<file path="config.mk">
export PLATFORM = sky130hd
export DESIGN_NAME = uart_tx_feeder_flat
export DESIGN_NICKNAME = d
export VERILOG_FILES = /design/src/rtl/uart_tx_feeder_if.sv /design/src/rtl/uart_tx_feeder.sv /design/src/flat_wrapper.sv
export SDC_FILE = /design/constraint.sdc
export NUM_CORES = 1
export LEC_CHECK = 0
export BUFFER_PORTS_ARGS = -buffer_cell sky130_fd_sc_hd__buf_4
export CAP_MARGIN = 5
export CORE_MARGIN = 2
export CORE_UTILIZATION = 43
export CTS_CLUSTER_DIAMETER = 30
export CTS_CLUSTER_SIZE = 8
export DETAILED_ROUTE_END_ITERATION = 7
export PLACE_DENSITY = 0.65
export SYNTH_ARGS = -nofsm -noshare
export SYNTH_HDL_FRONTEND = slang
export SYNTH_SLANG_ARGS = --single-unit
export TNS_END_PERCENT = 100
</file>
<file path="constraint.sdc">
create_clock -name clk -period 2.8 [get_ports clk]
set_input_delay 0.56 -clock clk [delete_from_list [all_inputs] [get_ports clk]]
set_output_delay 0.56 -clock clk [all_outputs]
set_load 0.03 [all_outputs]
</file>
<file path="src/rtl/uart_tx_feeder_if.sv">
// uart_tx_feeder_if
//   Bundles the two handshakes the feeder sits between:
//     - the TX byte FIFO read side: fifo_empty, fifo_rdata in; fifo_ren out
//     - the UartTxEn load side: tx_data, tx_valid out; tx_busy in
//   master : the feeder (pops the FIFO, loads the serializer)
//   slave  : the FIFO + serializer side (or a testbench model of them)
interface uart_tx_feeder_if;
  logic       fifo_empty;
  logic [7:0] fifo_rdata;
  logic       fifo_ren;
  logic [7:0] tx_data;
  logic       tx_valid;
  logic       tx_busy;

  modport master (
    input  fifo_empty, fifo_rdata, tx_busy,
    output fifo_ren, tx_data, tx_valid
  );

  modport slave (
    output fifo_empty, fifo_rdata, tx_busy,
    input  fifo_ren, tx_data, tx_valid
  );
endinterface

</file>
<file path="src/rtl/uart_tx_feeder.sv">
// uart_tx_feeder
//   Transmit-side glue between the TX byte FIFO and the UartTxEn serializer.
//   Pops one byte, hands it to the serializer with a one-cycle load strobe,
//   waits for the frame to start and finish, then counts it as sent.
//   New frames are gated by software enable and (optionally) CTS; a baud-tick
//   watchdog catches a serializer that never starts the frame.
// Ports
//   clk, nReset   system clock, asynchronous active-low reset
//   en            baud tick (same strobe that drives UartTxEn)
//   enable        software TX enable, gates only the start of a new frame
//   cts_n         external clear-to-send, active-low, asynchronous
//   flush         drop a byte that has been popped but not yet loaded
//   clear_count   zero sent_count (wins over a same-cycle increment)
//   clear_err     clear timeout_err (loses to a same-cycle set)
//   bus           FIFO read + serializer load handshakes (master side)
//   idle          FSM is in IDLE
//   sent_count    completed frames, wraps silently
//   timeout_err   sticky watchdog error
module uart_tx_feeder #(
  parameter int CTS_EN        = 1,
  parameter int TIMEOUT_TICKS = 4,
  parameter int CNT_W         = 16
) (
  input  logic              clk,
  input  logic              nReset,
  input  logic              en,
  input  logic              enable,
  input  logic              cts_n,
  input  logic              flush,
  input  logic              clear_count,
  input  logic              clear_err,
  uart_tx_feeder_if.master  bus,
  output logic              idle,
  output logic [CNT_W-1:0]  sent_count,
  output logic              timeout_err
);

  // Tick counter only has to hold 0..TIMEOUT_TICKS-1: the tick that would
  // reach TIMEOUT_TICKS fires the watchdog instead of being stored.
  localparam int TICK_W = (TIMEOUT_TICKS < 2) ? 1 : $clog2(TIMEOUT_TICKS);
  localparam logic [TICK_W-1:0] TICK_LAST = TICK_W'(TIMEOUT_TICKS - 1);

  typedef enum logic [2:0] {
    IDLE,
    FETCH,
    LOAD,
    WAIT_START,
    WAIT_END
  } state_t;

  state_t             state_reg;
  logic [TICK_W-1:0]  tick_reg;
  logic               cts_meta_reg;
  logic               cts_sync_reg;
  logic               fifo_ren_reg;
  logic               tx_valid_reg;
  logic [7:0]         tx_data_reg;
  logic               idle_reg;
  logic [CNT_W-1:0]   sent_count_reg;
  logic               timeout_err_reg;

  logic cts_ok;
  logic start_ok;
  logic frame_done;
  logic watchdog_fire;

  assign cts_ok   = (CTS_EN == 0) || !cts_sync_reg;
  // fifo_empty is part of the start condition, so a pop can never hit an
  // empty FIFO: nothing else drains it while we are in FETCH.
  assign start_ok = enable && !bus.fifo_empty && cts_ok && !flush;

  assign frame_done    = (state_reg == WAIT_END) && !bus.tx_busy;
  assign watchdog_fire = (state_reg == WAIT_START) && !bus.tx_busy && en &&
                         (tick_reg == TICK_LAST);

  always_ff @(posedge clk or negedge nReset) begin
    if (!nReset) begin
      state_reg       <= IDLE;
      tick_reg        <= '0;
      cts_meta_reg    <= 1'b1;
      cts_sync_reg    <= 1'b1;
      fifo_ren_reg    <= 1'b0;
      tx_valid_reg    <= 1'b0;
      tx_data_reg     <= 8'h00;
      idle_reg        <= 1'b1;
      sent_count_reg  <= '0;
      timeout_err_reg <= 1'b0;
    end else begin
      cts_meta_reg <= cts_n;
      cts_sync_reg <= cts_meta_reg;

      // Strobes are registered and only ever raised for the single cycle
      // spent in FETCH / LOAD.
      fifo_ren_reg <= 1'b0;
      tx_valid_reg <= 1'b0;

      case (state_reg)
        IDLE: begin
          if (start_ok) begin
            state_reg    <= FETCH;
            fifo_ren_reg <= 1'b1;
            idle_reg     <= 1'b0;
          end
        end

        FETCH: begin
          // The pop happens this cycle regardless; flush only decides
          // whether the popped byte is handed on or thrown away.
          tx_data_reg <= bus.fifo_rdata;
          if (flush) begin
            state_reg <= IDLE;
            idle_reg  <= 1'b1;
          end else begin
            state_reg    <= LOAD;
            tx_valid_reg <= 1'b1;
          end
        end

        LOAD: begin
          state_reg <= WAIT_START;
          tick_reg  <= '0;
        end

        WAIT_START: begin
          if (bus.tx_busy) begin
            state_reg <= WAIT_END;
          end else if (watchdog_fire) begin
            state_reg <= IDLE;
            idle_reg  <= 1'b1;
          end else if (en) begin
            tick_reg <= tick_reg + TICK_W'(1);
          end
        end

        WAIT_END: begin
          if (!bus.tx_busy) begin
            state_reg <= IDLE;
            idle_reg  <= 1'b1;
          end
        end

        default: begin
          state_reg <= IDLE;
          idle_reg  <= 1'b1;
        end
      endcase

      if (clear_count) begin
        sent_count_reg <= '0;
      end else if (frame_done) begin
        sent_count_reg <= sent_count_reg + CNT_W'(1);
      end

      if (watchdog_fire) begin
        timeout_err_reg <= 1'b1;
      end else if (clear_err) begin
        timeout_err_reg <= 1'b0;
      end
    end
  end

  assign bus.fifo_ren = fifo_ren_reg;
  assign bus.tx_valid = tx_valid_reg;
  assign bus.tx_data  = tx_data_reg;
  assign idle         = idle_reg;
  assign sent_count   = sent_count_reg;
  assign timeout_err  = timeout_err_reg;

endmodule
</file>
<file path="src/flat_wrapper.sv">
// flat-port wrapper written by rule: the top's interface ports become plain ports
module uart_tx_feeder_flat 
#(
  parameter int CTS_EN        = 1,
  parameter int TIMEOUT_TICKS = 4,
  parameter int CNT_W         = 16
)
  (clk, nReset, en, enable, cts_n, flush, clear_count, clear_err, idle, sent_count, timeout_err, bus_fifo_empty, bus_fifo_rdata, bus_tx_busy, bus_fifo_ren, bus_tx_data, bus_tx_valid);
  uart_tx_feeder_if bus_i ();
  input  logic clk;
  input  logic nReset;
  input  logic en;
  input  logic enable;
  input  logic cts_n;
  input  logic flush;
  input  logic clear_count;
  input  logic clear_err;
  output logic idle;
  output logic [CNT_W-1:0] sent_count;
  output logic timeout_err;
  input wire logic [$bits(bus_i.fifo_empty)-1:0] bus_fifo_empty;
  input wire logic [$bits(bus_i.fifo_rdata)-1:0] bus_fifo_rdata;
  input wire logic [$bits(bus_i.tx_busy)-1:0] bus_tx_busy;
  output wire logic [$bits(bus_i.fifo_ren)-1:0] bus_fifo_ren;
  output wire logic [$bits(bus_i.tx_data)-1:0] bus_tx_data;
  output wire logic [$bits(bus_i.tx_valid)-1:0] bus_tx_valid;
  assign bus_i.fifo_empty = bus_fifo_empty;
  assign bus_i.fifo_rdata = bus_fifo_rdata;
  assign bus_i.tx_busy = bus_tx_busy;
  assign bus_fifo_ren = bus_i.fifo_ren;
  assign bus_tx_data = bus_i.tx_data;
  assign bus_tx_valid = bus_i.tx_valid;
  uart_tx_feeder #(.CTS_EN(CTS_EN), .TIMEOUT_TICKS(TIMEOUT_TICKS), .CNT_W(CNT_W)) u_core (.clk(clk), .nReset(nReset), .en(en), .enable(enable), .cts_n(cts_n), .flush(flush), .clear_count(clear_count), .clear_err(clear_err), .bus(bus_i), .idle(idle), .sent_count(sent_count), .timeout_err(timeout_err));
endmodule
</file>
==> results of run 1 <==
cell usage after synthesis:
master	number
dfrtp_1	32
nor2_1	15
a21oi_1	10
nand2_1	10
mux2_2	8
nor3_1	7
xnor2_1	7
o21ai_0	6
nand3_1	5
nor4_1	5
or3_1	5
clkbuf_1	4
inv_1	4
nand2b_1	4
nand4_1	4
xor2_1	4
dfstp_2	3
ha_1	2
a21boi_0	1
a22oi_1	1
a31o_2	1
and2_1	1
and3_1	1
buf_2	1
nand3b_1	1
nand4b_1	1
nor4b_1	1
o32ai_1	1
or2_2	1
or3b_2	1
or4_4	1
or4b_1	1
or4b_2	1
cells in the final DEF (no fill, tap or decap), types with 2 or more instances in the layout:
master,instances
a21oi_1,10
buf_4,47
clkbuf_8,7
dfrtp_1,32
dfstp_2,3
ha_1,2
inv_1,4
mux2_2,8
nand2_1,10
nand2b_1,4
nand3_1,5
nand4_1,4
nor2_1,15
nor3_1,7
nor4_1,5
o21ai_0,6
or3_1,5
xnor2_1,7
xor2_1,4
power groups by stage:
| stage | clock [mW] | sequential (mW) | combinational, mW |
|---|---|---|---|
| floorplan | 0 | 0.819 | 0.204 |
| global placement | 0 | 0.697 | 0.505 |
| detailed placement | 0 | 0.705 | 0.521 |
| CTS | 0.415 | 0.698 | 0.522 |
| global route | 0.444 | 0.715 | 0.561 |
| finish | 0.405 | 0.699 | 0.514 |
metal layers:
| layer | vias up | track usage, % | wire length [microns] |
|---|---|---|---|
| met5 | - | 0 | 0 |
| met3 | 5 | 6.60 | 194 |
| met4 | 0 | 8.24 | 55 |
| met1 | 646 | 21.7 | 1480 |
| met2 | 37 | 28.6 | 1620 |
| li1 | 626 | - | - |
kinds of logic (layout without fill, tap and decap cells):
family / after synthesis / after routing
and+or+nand+nor: 65 / 65
DFF: 35 / 35
AOI/OAI and AO/OA: 20 / 20
xor gates and xnor gates: 11 / 11
buffers and inverters: 9 / 59
muxes: 8 / 8
adders and majority gates: 2 / 2
worst max-delay path, cell delays in order, from the launching register on:
cell     delay [ns]
dfrtp_1        0.49
or4b_1         0.59
buf_4          0.18
nor4_1         0.52
a21oi_1        0.12
a31o_2         0.23
metrics by stage:
| step | area [sq um] | util [%] | setup WS, ns | power, mW |
|---|---|---|---|---|
| 3_5_place_dp | 1980 | 55.0 | 0.452 | 1.23 |
| 5_1_grt | 2080 | 57.7 | 0.330 | 1.72 |
| 4_1_cts | 2080 | 57.7 | 0.585 | 1.64 |
| 2_1_floorplan | 1590 | - | 0.545 | 1.02 |
| 6_report | 2080 | 57.7 | 0.569 | 1.62 |
| 3_3_place_gp | 1980 | 55.0 | 0.491 | 1.20 |
path summary, 6_finish.rpt:
kind                                                      start                                end  cells after the start
max in group asynchronous                                nReset      u_core.cts_sync_reg$_DFF_PN1_                      1
worst min-delay path                                     nReset  u_core.sent_count[12]$_DFFE_PN0P_                      1
worst min register to register    u_core.cts_meta_reg$_DFF_PN1_      u_core.cts_sync_reg$_DFF_PN1_                      0
worst max-delay path            u_core.state_reg[1]$_DFFE_PN0P_  u_core.sent_count[14]$_DFFE_PN0P_                      5
worst max register to register  u_core.state_reg[1]$_DFFE_PN0P_  u_core.sent_count[14]$_DFFE_PN0P_                      5
min in group clk                  u_core.cts_meta_reg$_DFF_PN1_      u_core.cts_sync_reg$_DFF_PN1_                      0
final cells by class:
type,instances,area share (%)
tap,48,2.88
clock buffer,8,4.81
inverter,4,0.721
sequential,35,42.2
timing repair buffer,47,16.9
multi-input combinational,106,32.4
==> impl_metrics.tcl, run 1 <==
set metrics [dict create \
    outcome "completed" \
    post_cts_resized 0 \
    max_cap_violations 0 \
    yosysSeqAreaShare_pct 55.4 \
    drc 0 \
    cts-root-buf "clkbuf_8" \
    ys_ff_latch 35 \
    synth.area.mux_share_pct 5.67 \
    largest_register_ffs 16 \
    grt_use_total_pct 18.0 \
    coreArea_sq_um 3610 \
    netlist.area_leader.share_pct 50.4 \
    worstPathArrival_ns 2.42 \
    grt_overflow 0 \
    place_inst 240 \
    dr.pass1.iters 4 \
    via_per_inst 5.30 \
    internal-power_mw 1.06 \
    synthCells 150 \
    finalHoldViolations 0 \
    post_cts_buffers 0 \
    clkSinkCount 35 \
    yosysTopAreaCell "dfrtp_1" \
    whs_ns 0.206 \
    clockBufferDepth 2 \
    cts_tree "yes" \
    fin_tns_setup_ns 0 \
    num_vias 1314 \
    routabilityCongestion 0.804 \
    clkPwrFrac_pct 25.1 \
    skew_ns 0.0100 \
    synth.area.top_cells "dfrtp_1, mux2_2, dfstp_2, xnor2_1, nor2_1" \
    diodes 0 \
    comb_power_share_pct 31.7 \
    hold_buffers 0 \
    synth_compound_area_share_pct 7.09 \
    finalCritPeriodShare_pct 79.7 \
    yosysWarningCount 0 \
    worstSkewPairLatency_ns 0.29 \
    synth_nets 170 \
    ant_nets 0 \
    fin_crit_ns 2.23 \
    layout-drive-gt1-share_pct 35.0 \
    power_density_nw_per_um2 777 \
    die_w_microns 64.8 \
    nFillCells 321 \
    swShare_pct 34.3 \
    worstPathRequired_ns 2.99 \
    multiInputGateArea_sq_um 674 \
    grt_pass1_vias 1234 \
    worst_slew_pin_slew_ns 0.874 \
    area_growth_pct 31.0 \
    avgSynthCellArea_sq_um 10.6 \
    grt_max_degree 36 \
    wl_mm 3.35 \
    synthXorXnorAreaFrac_pct 6.06 \
    seq_power_share_pct 43.2 \
    leakage_nw 0.917 \
    antenna_found_initial 0 \
    slew_headroom_pct 40.9 \
    num_rows 22 \
    timing.fmax_mhz 448 \
    dpl.hpwl_mm 2.41 \
    p_switching_mw 0.555 \
    nets 219 \
    worst-setup-path-type "reg -> reg" \
    startpoint_type "flip-flop" \
    synth.cell_area_sq_um 1590 \
    synthSimpleGateAreaFrac_pct 22.0 \
    dieArea_sq_um 4200 \
    drv_slew 0 \
    synthAdderAreaFrac_pct 1.57 \
    numPortBuffers 45 \
    synth_top_family_by_area "simple AND/OR/NAND/NOR gates" \
    peakVddDrop_v 0.000493 \
    grt_pass1_wl_mm 5.60 \
    reg2reg_slack_ns 0.57 \
    cp_max_fo 12 \
    end_kind "flip-flop" \
    drtIter0Drc 100 \
    path_clk_slew_ns 0.07 \
    initial_utilization_pct 44.1 \
    synth_cell_types 33 \
    setup_viol 0 \
    wire_per_inst_microns 13.5 \
    rsz0062_at_grt "false" \
    stdcell_count 248 \
    cts_buffers 5 \
    htreeDepth 2 \
    die_h_microns 64.8 \
    holdCritPathClass "in -> async" \
    ios 46 \
    seqCellArea_sq_um 880 \
]
Power figures use the tool's default switching activity.
==> run 2: changes to the inputs <==
Settings changed: PLACE_DENSITY 0.65 to 0.68.
Clock period 2.8 ns to 2 ns, I/O delays scaled along.
==> impl_metrics.tcl, run 2 (synthesis gave the netlist of run 1 again) <==
set metrics [dict create \
    outcome "completed" \
    grt_overflow 0 \
    cts-root-buf "clkbuf_8" \
    cts_tree "yes" \
    grt_max_degree 36 \
    clkSinkCount 35 \
    fin_util_pct 59.6 \
    stdcell_count 257 \
    final_cell_mix "buf_4, dfrtp_1, nor2_1" \
    wl_mm 3.25 \
    drv_slew 0 \
    dp_slack_ns -0.0394 \
    ios 46 \
    coreArea_sq_um 3610 \
    antenna_found_initial 0 \
    reg2reg_slack_ns 0.08 \
    finalCritPeriodShare_pct 96.2 \
    m1WireLength_mm 1.33 \
    dieArea_sq_um 4200 \
    skew_ns 0.00581 \
    worst_slew_pin_slew_ns 0.438 \
    timing.fmax_mhz 520 \
    area_growth_pct 35.2 \
    worst-setup-path-type "reg -> reg" \
    numPortBuffers 45 \
    grt_pass1_vias 1302 \
    path_clk_slew_ns 0.07 \
    layout-drive-gt1-share_pct 38.8 \
    crit_slowest_cell "or4b_4" \
    finalHoldViolations 0 \
    peakVddDrop_v 0.000795 \
    place_inst 249 \
    holdCritPathClass "in -> async" \
    die_h_microns 64.8 \
    num_vias 1347 \
    final_common_cell "buf_4" \
    grt_use_total_pct 17.8 \
    dr.max_layer_used "met4" \
    wire_per_inst_microns 12.6 \
    largest_register_ffs 16 \
    initial_utilization_pct 44.1 \
    finalWorstSetupSlack_ns 0.0757 \
    drc 0 \
    worstPathCellList "or4b_4, or4_4, buf_4, o21ai_0, a21oi_2" \
    ant_nets 0 \
    grt_pass1_wl_mm 5.70 \
    nets 228 \
    worstPathArrival_ns 2.09 \
    slew_headroom_pct 70.8 \
    routabilityCongestion 0.903 \
    worstSkewPairLatency_ns 0.28 \
    setup_viol 0 \
    dpl_cell_area_sq_um 2050 \
    end_kind "flip-flop" \
    clockBufferDepth 2 \
    nFillCells 320 \
    dpl.hpwl_mm 2.42 \
    diodes 0 \
    met3_length_microns 227 \
    fin_crit_ns 1.92 \
    critPathMaxStageDelay_ns 0.54 \
    power_density_nw_per_um2 1050 \
    drtIter0Drc 34 \
    fin_area_sq_um 2150 \
    htreeDepth 2 \
    via_per_inst 5.24 \
    max_cap_violations 0 \
    cts_buffers 5 \
    worstPathRequired_ns 2.16 \
    whs_ns 0.0565 \
    dr.pass1.iters 4 \
    leakage_nw 0.959 \
    die_w_microns 64.8 \
    num_rows 22 \
    cp_max_fo 5 \
    p_total_mw 2.25 \
    fin_tns_setup_ns 0 \
    startpoint_type "flip-flop" \
    hold_buffers 0 \
    wl_met2_mm 1.65 \
]
## run 2: changes by cell type in the layout (fill, tap and decap cells not counted)
cell / before / now
buf_4: 47 / 56
clkinv_2: 0 / 1
clkbuf_8: 7 / 6
a21oi_2: 0 / 1
a21oi_1: 10 / 9
or4b_1: 1 / 0
or4b_4: 0 / 1
## run 2: worst max-delay path: cells and delay by family (launching register included)
kind | cells | cell delay [ns]
DFF | 1 | 0.38
buffers and inverters | 1 | 0.16
AOI/OAI and AO/OA | 2 | 0.28
and+or+nand+nor | 2 | 0.98
## run 2: path summary, 6_finish.rpt
kind	startpoint	depth (start not counted)	to
worst max-delay path	u_core.state_reg[1]$_DFFE_PN0P_	5	u_core.sent_count[13]$_DFFE_PN0P_
worst min-delay path	nReset	1	u_core.sent_count[14]$_DFFE_PN0P_
worst max register to register	u_core.state_reg[1]$_DFFE_PN0P_	5	u_core.sent_count[13]$_DFFE_PN0P_
worst min register to register	u_core.cts_meta_reg$_DFF_PN1_	0	u_core.cts_sync_reg$_DFF_PN1_
max in group asynchronous	nReset	1	u_core.cts_sync_reg$_DFF_PN1_
min in group clk	cts_n	1	u_core.cts_meta_reg$_DFF_PN1_
## run 2: cell type report
cell class	count	area, sq um	area share (%)
sequential	35	880	40.9
multi-input combinational	106	682	31.7
tap	48	60.1	2.80
clock buffer	7	86.3	4.02
clock inverter	1	5.00	0.233
timing repair buffer	56	420	19.6
inverter	4	15.0	0.699
## run 2: per-layer routing
metal / up-vias / track usage [%]
li1: 649 / -
met1: 649 / 21.0
met2: 45 / 30.4
met3: 4 / 5.73
met4: 0 / 6.12
met5: - / 0
## run 2: repair_timing
| action | 4_1_cts | 5_1_grt |
|---|---|---|
| setup endpoints to repair | 0 | 2 |
| gates resized for setup | 0 | 1 |
| setup buffers | 0 | 0 |
## run 2: report_power, final
group,switching (mW),total (mW),internal [mW],leakage (nW)
Sequential,0.0781,0.935,0.857,0.457
Combinational,0.445,0.792,0.347,0.454
Clock,0.240,0.518,0.277,0.0482
